==> config.mk <==
export PLATFORM = sky130hd
export DESIGN_NAME = lfsr_encrypt_sequencer_flat
export DESIGN_NICKNAME = d
export VERILOG_FILES = /design/src/rtl/lfsr_encrypt_sequencer_if.sv /design/src/rtl/lfsr_encrypt_sequencer.sv /design/src/flat_wrapper.sv
export SDC_FILE = /design/constraint.sdc
export NUM_CORES = 1
export LEC_CHECK = 0
export BUFFER_PORTS_ARGS = -buffer_cell sky130_fd_sc_hd__buf_2
export CAP_MARGIN = 30
export CELL_PAD_IN_SITES_DETAIL_PLACEMENT = 1
export CELL_PAD_IN_SITES_GLOBAL_PLACEMENT = 1
export CORE_MARGIN = 1
export CORE_UTILIZATION = 35
export CTS_CLUSTER_SIZE = 20
export DETAILED_ROUTE_END_ITERATION = 10
export HOLD_SLACK_MARGIN = 0.1
export PLACE_DENSITY = 0.79
export SLEW_MARGIN = 25
export SYNTH_ARGS = -nofsm -noshare
export SYNTH_HDL_FRONTEND = slang
export SYNTH_SLANG_ARGS = --single-unit
==> constraint.sdc <==
create_clock -name clk -period 2.28 [get_ports clk]
set_input_delay 0.456 -clock clk [delete_from_list [all_inputs] [get_ports clk]]
set_output_delay 0.456 -clock clk [all_outputs]
set_load 0.05 [all_outputs]
==> src/rtl/lfsr_encrypt_sequencer_if.sv <==
// Program/data-memory bundle between the encryption sequencer (master) and the
// controller plus single-port data memory that sit around it (slave).
interface lfsr_encrypt_sequencer_if #(
    parameter int ADDR_W = 8,
    parameter int DATA_W = 8
);
    // req low asks for a run; ack rises when the 64th byte is written and
    // stays high until req returns high; dm_rd_data answers dm_addr one cycle late.
    logic              req;
    logic              ack;
    logic [ADDR_W-1:0] dm_addr;
    logic              dm_wr_en;
    logic [DATA_W-1:0] dm_wr_data;
    logic [DATA_W-1:0] dm_rd_data;
    logic [2:0]        dbg_state;

    modport master (
        input  req, dm_rd_data,
        output ack, dm_addr, dm_wr_en, dm_wr_data, dbg_state
    );

    modport slave (
        output req, dm_rd_data,
        input  ack, dm_addr, dm_wr_en, dm_wr_data, dbg_state
    );
endinterface

==> src/rtl/lfsr_encrypt_sequencer.sv <==
// Reads pre_length/taps/seed from data memory, then writes the 64-byte
// LFSR-encrypted message to DM[64..127] and raises ack.
module lfsr_encrypt_sequencer #(
    parameter int ADDR_W   = 8,
    parameter int DATA_W   = 8,
    parameter int MSG_MAX  = 54,
    parameter int OUT_BASE = 64,
    parameter int OUT_LEN  = 64,
    parameter int CFG_PRE  = 61,
    parameter int CFG_TAP  = 62,
    parameter int CFG_INIT = 63
) (
    input  logic                      clk,
    input  logic                      init,
    lfsr_encrypt_sequencer_if.master  bus
);

    typedef enum logic [2:0] {
        S_IDLE    = 3'd0,
        S_LD_PRE  = 3'd1,
        S_LD_TAP  = 3'd2,
        S_LD_INIT = 3'd3,
        S_CAP     = 3'd4,
        S_RD      = 3'd5,
        S_WR      = 3'd6,
        S_DONE    = 3'd7
    } state_t;

    state_t      state;
    logic        ack;
    logic [5:0]  i;
    logic [6:0]  lfsr;
    logic [6:0]  taps;
    logic [7:0]  pre_len;
    logic        in_rng;

    logic [5:0]  m_lo;
    logic [6:0]  src7;

    // Source index i-pre_len, evaluated in 9-bit signed space so a large
    // pre_len never aliases back into the message window.
    function automatic logic range_ok(input logic [5:0] idx, input logic [7:0] pre);
        logic [8:0] m;
        m = {3'b000, idx} - {1'b0, pre};
        return ({2'b00, idx} >= pre) && (m < 9'(MSG_MAX));
    endfunction

    always_ff @(posedge clk) begin
        if (init) begin
            state   <= S_IDLE;
            ack     <= 1'b0;
            i       <= '0;
            lfsr    <= '0;
            taps    <= '0;
            pre_len <= '0;
            in_rng  <= 1'b0;
        end else begin
            case (state)
                S_IDLE:    if (!bus.req) state <= S_LD_PRE;
                S_LD_PRE:  state <= S_LD_TAP;
                S_LD_TAP: begin
                    pre_len <= bus.dm_rd_data[7:0];
                    state   <= S_LD_INIT;
                end
                S_LD_INIT: begin
                    taps  <= bus.dm_rd_data[6:0];
                    state <= S_CAP;
                end
                S_CAP: begin
                    lfsr   <= bus.dm_rd_data[6:0];
                    i      <= '0;
                    in_rng <= range_ok(6'd0, pre_len);
                    state  <= S_RD;
                end
                S_RD:      state <= S_WR;
                S_WR: begin
                    lfsr   <= {lfsr[5:0], ^(lfsr & taps)};
                    i      <= i + 6'd1;
                    in_rng <= range_ok(i + 6'd1, pre_len);
                    if (i == 6'(OUT_LEN - 1)) begin
                        state <= S_DONE;
                        ack   <= 1'b1;
                    end else begin
                        state <= S_RD;
                    end
                end
                S_DONE: begin
                    if (bus.req) begin
                        state <= S_IDLE;
                        ack   <= 1'b0;
                    end
                end
                default:   state <= S_IDLE;
            endcase
        end
    end

    assign m_lo = i - pre_len[5:0];
    assign src7 = in_rng ? bus.dm_rd_data[6:0] : 7'd0;

    always_comb begin
        bus.dm_addr    = '0;
        bus.dm_wr_en   = 1'b0;
        bus.dm_wr_data = '0;
        case (state)
            S_LD_PRE:  bus.dm_addr = ADDR_W'(CFG_PRE);
            S_LD_TAP:  bus.dm_addr = ADDR_W'(CFG_TAP);
            S_LD_INIT: bus.dm_addr = ADDR_W'(CFG_INIT);
            S_RD:      if (in_rng) bus.dm_addr = ADDR_W'(m_lo);
            S_WR: begin
                bus.dm_addr    = ADDR_W'(OUT_BASE) + ADDR_W'(i);
                bus.dm_wr_en   = 1'b1;
                bus.dm_wr_data = DATA_W'({1'b0, src7 ^ lfsr});
            end
            default: ;
        endcase
    end

    assign bus.ack       = ack;
    assign bus.dbg_state = state;

endmodule

==> src/flat_wrapper.sv <==
// flat-port wrapper written by rule: the top's interface ports become plain ports
module lfsr_encrypt_sequencer_flat 
#(
    parameter int ADDR_W   = 8,
    parameter int DATA_W   = 8,
    parameter int MSG_MAX  = 54,
    parameter int OUT_BASE = 64,
    parameter int OUT_LEN  = 64,
    parameter int CFG_PRE  = 61,
    parameter int CFG_TAP  = 62,
    parameter int CFG_INIT = 63
)
  (clk, init, bus_req, bus_dm_rd_data, bus_ack, bus_dm_addr, bus_dm_wr_en, bus_dm_wr_data, bus_dbg_state);
  lfsr_encrypt_sequencer_if #(.ADDR_W(ADDR_W), .DATA_W(DATA_W)) bus_i ();
  input  logic clk;
  input  logic init;
  input wire logic [$bits(bus_i.req)-1:0] bus_req;
  input wire logic [$bits(bus_i.dm_rd_data)-1:0] bus_dm_rd_data;
  output wire logic [$bits(bus_i.ack)-1:0] bus_ack;
  output wire logic [$bits(bus_i.dm_addr)-1:0] bus_dm_addr;
  output wire logic [$bits(bus_i.dm_wr_en)-1:0] bus_dm_wr_en;
  output wire logic [$bits(bus_i.dm_wr_data)-1:0] bus_dm_wr_data;
  output wire logic [$bits(bus_i.dbg_state)-1:0] bus_dbg_state;
  assign bus_i.req = bus_req;
  assign bus_i.dm_rd_data = bus_dm_rd_data;
  assign bus_ack = bus_i.ack;
  assign bus_dm_addr = bus_i.dm_addr;
  assign bus_dm_wr_en = bus_i.dm_wr_en;
  assign bus_dm_wr_data = bus_i.dm_wr_data;
  assign bus_dbg_state = bus_i.dbg_state;
  lfsr_encrypt_sequencer #(.ADDR_W(ADDR_W), .DATA_W(DATA_W), .MSG_MAX(MSG_MAX), .OUT_BASE(OUT_BASE), .OUT_LEN(OUT_LEN), .CFG_PRE(CFG_PRE), .CFG_TAP(CFG_TAP), .CFG_INIT(CFG_INIT)) u_core (.clk(clk), .init(init), .bus(bus_i));
endmodule
==> results.toml <==
[run_status]
status = "finished with violations"
violations = "setup timing"

[cts]
clock_path_buffers = 2
numCtsBuffers = 5
cts_tree = "done"
worstSkewPairLatency_ps = 280
clockRootBuffer = "clkbuf_8"
clk_pin_slew_worst_paths_ps = 70
cts.sinks = 33
htree_levels = 2

[placement]
place.gp.congestion = 0.8526
port_buffers = 29
dpl.hpwl_um = 5350
place_inst = 407

[timing]
fin_skew_ps = 3.174
final-setup-viol-count = 3
layout_min_cycle_time_ps = 2523
worst_slack_ps = -243.2
fin_crit_sh_pct = 110.7
max_clock_freq_mhz = 396.3
tightest_slew_ps = 663.9
slew_viol_final = 0
hold_viol_final = 0
rsz0062_at_grt = "yes"
relSlewSlack_pct = 55.12

[logic_synthesis]
synthCells = 287
async_flop_share_pct = 0
syn_area_um2 = 2256
synth_most_common_cell = "nor2_1"
synth_top_area_share_pct = 29.28
yosysWarningCount = 0
synth_commonest_cells = "nor2_1, dfxtp_1, a21oi_1"
syn_area_per_cell_um2 = 7.860
synth_seq_area_share_pct = 29.28
synth_area_leaders = "dfxtp_1, nor2_1, ha_1"
synth_edf_count = 0
synth_largest_area_cell = "dfxtp_1"
synth_cell_types = 46
yosys_register_bits = 33
synth_ff_type = "dfxtp_1"

[floorplan]
core-area_um2 = 6061
dieArea_um2 = 6771
fp.dieH_um = 82.29
ios = 32
core.rowCount = 28
die_w_um = 82.29
start_util_pct = 37.22

[global_routing]
antenna_found_initial = 0
grt_max_degree = 33
grt-ovfl-total = 0
top_usage_layer = "met2"
grt_usage_pct = 23.10
grt_pass1_vias = 2373
grt_pass1_wl_um = 11440
grtUsageMet1_pct = 26.37
grt_use_met3_pct = 3.187
met2_usage_pct = 44.05

[power_and_ir_drop]
p_seq_share_pct = 37.3
internal_power_mw = 1.139
switching_power_mw = 0.5105
p_comb_share_pct = 27.8
sw_frac_of_total_pct = 30.95
pwr-share-clk_pct = 34.9
ir_drop_v = 0.0002603
p_leak_nw = 1.287
p_per_area_nw_per_um2 = 541.4

[cells_and_area]
nNetsFinal = 369
fillCellCount = 738
areaGrowthSynthToFinish_pct = 35.05
fin_cells = 419
drive_above_1_share_pct = 34.59
antenna_cells = 0
final_util_pct = 50.27

[detailed_routing]
vias = 2272
viasPerCell = 5.422
ant_nets = 0
drt_iter0_markers = 66
drc = 0
first_pass_iters = 4
wl_per_cell_um = 17.50
finalWirelength_um = 7331

[setup_path]
critPathLaunch = "u_core.i[0]"
cp-end-kind = "primary output"
cpMaxStageDelayCell = "a221o_2"
cpLargestDelayFamily = "compound AO/OA/AOI/OAI gates"
critPathRequiredTime_ps = 1820
crit_top_cell = "inv_2"
crit_path_cell_trace = "inv_2 -> ha_4 -> inv_2 -> fa_2 -> a21o_1 -> a21oi_2 -> xnor2_1 -> a221o_2 -> buf_8"
critical_path_class = "reg2out"
cp.arrival_ps = 2070
path_max_fanout = 2
start_kind = "register"
cp.buffers_inverters = 3
r2r-start = "u_core.i[1]"
slowest_delay_ps = 350

[hold_path]
hp-class = "in2reg"
hp-start = "bus_dm_rd_data[7]"

[job]
cap_violations = 0
[metrics by stage]
| stage | TNS, ps | hold slack [ps] | total power [mW] | area [µm²] | setup WS, ps |
|---|---|---|---|---|---|
| after floorplan | -2053 | 461.1 | 0.9022 | 2296 | -286.0 |
| after global placement | -97.48 | 446.7 | 1.003 | 2685 | -60.71 |
| after detailed placement | -216.6 | 459.6 | 1.018 | 2685 | -102.1 |
| after CTS | -514.3 | 408.6 | 1.637 | 2943 | -251.8 |
| after global routing | -717.0 | 436.5 | 1.724 | 3047 | -319.6 |
| final | -489.8 | 413.1 | 1.650 | 3047 | -243.2 |
[worst reg2reg max path: stages, from the launching register on]
cell and delay (ps):
dfxtp_4 370, buf_6 130, ha_4 260, inv_2 40, fa_2 390, nor2b_2 140
o21a_1 160, nor2_2 60, o311a_1 290, a211o_1 290
[placed cells by master (no fill, tap or decap), types with 7 or more instances in the layout]
cell,synthesis,final
a211oi_1,9,7
dfxtp_1,33,24
nor2_1,58,57
mux2i_1,16,16
buf_2,3,23
nand2_1,20,19
dfxtp_2,0,7
a21oi_1,24,19
ha_4,0,7
inv_1,17,10
xor2_1,11,10
buf_4,3,36
[power groups by stage]
stage	sequential (mW)	combinational, mW	clock, mW
CTS	0.615	0.435	0.587
finish	0.615	0.459	0.575
global placement	0.626	0.378	0
floorplan	0.639	0.263	0
detailed placement	0.627	0.391	0
global route	0.617	0.497	0.609
[final timing paths]
kind                       endpoint  slack (ps)  cells past startpoint
hold / removal    u_core.pre_len[7]         410                      3
setup / recovery     bus_dm_addr[4]        -240                      9
setup reg to reg      u_core.in_rng          70                      9
hold reg to reg      u_core.bus.ack         470                      2
[final cells by class]
| type | count | area, µm² | share of cell area, % |
|---|---|---|---|
| Multi-Input combinational cell | 220 | 1622 | 53.22 |
| Tap cell | 75 | 93.84 | 3.080 |
| Timing Repair Buffer | 66 | 467.9 | 15.36 |
| Clock inverter | 1 | 30.03 | 0.9856 |
| Sequential cell | 33 | 676.9 | 22.22 |
| Inverter | 17 | 70.07 | 2.300 |
| Clock buffer | 7 | 86.33 | 2.834 |
[layer usage]
metal,wire length (µm),vias up
met4,104,0
met1,3246,1125
li1,-,1100
met2,3834,36
met3,145,11
met5,0,-
[kinds of logic (layout without fill, tap and decap cells)]
family | count (synthesis) | after routing | share of synthesized area, %
other | 1 | 2 | 0.1662
adders and majority gates | 15 | 15 | 8.985
AOI/OAI and AO/OA | 65 | 65 | 18.75
muxes | 16 | 16 | 7.099
buffers and inverters | 35 | 91 | 7.155
xor gates and xnor gates | 17 | 17 | 7.820
and+or+nand+nor | 105 | 105 | 20.74
DFF | 33 | 33 | 29.28
[what timing repair did]
item,in CTS,in global routing
gates resized for setup,34,22
hold buffers,0,0
endpoints found under the hold margin,0,0
pin swaps,7,10
buffers inserted,1,3
endpoints found under the setup margin,7,7
[flip-flops by register name, summed over array words and instances (netlist names)]
name and flops:
u_core.taps 7, u_core.i 6, u_core.in_rng 1, u_core.bus.ack 1, u_core.pre_len 8, u_core.lfsr 7, u_core.bus.dbg_state 3
Power figures use the tool's default switching activity.
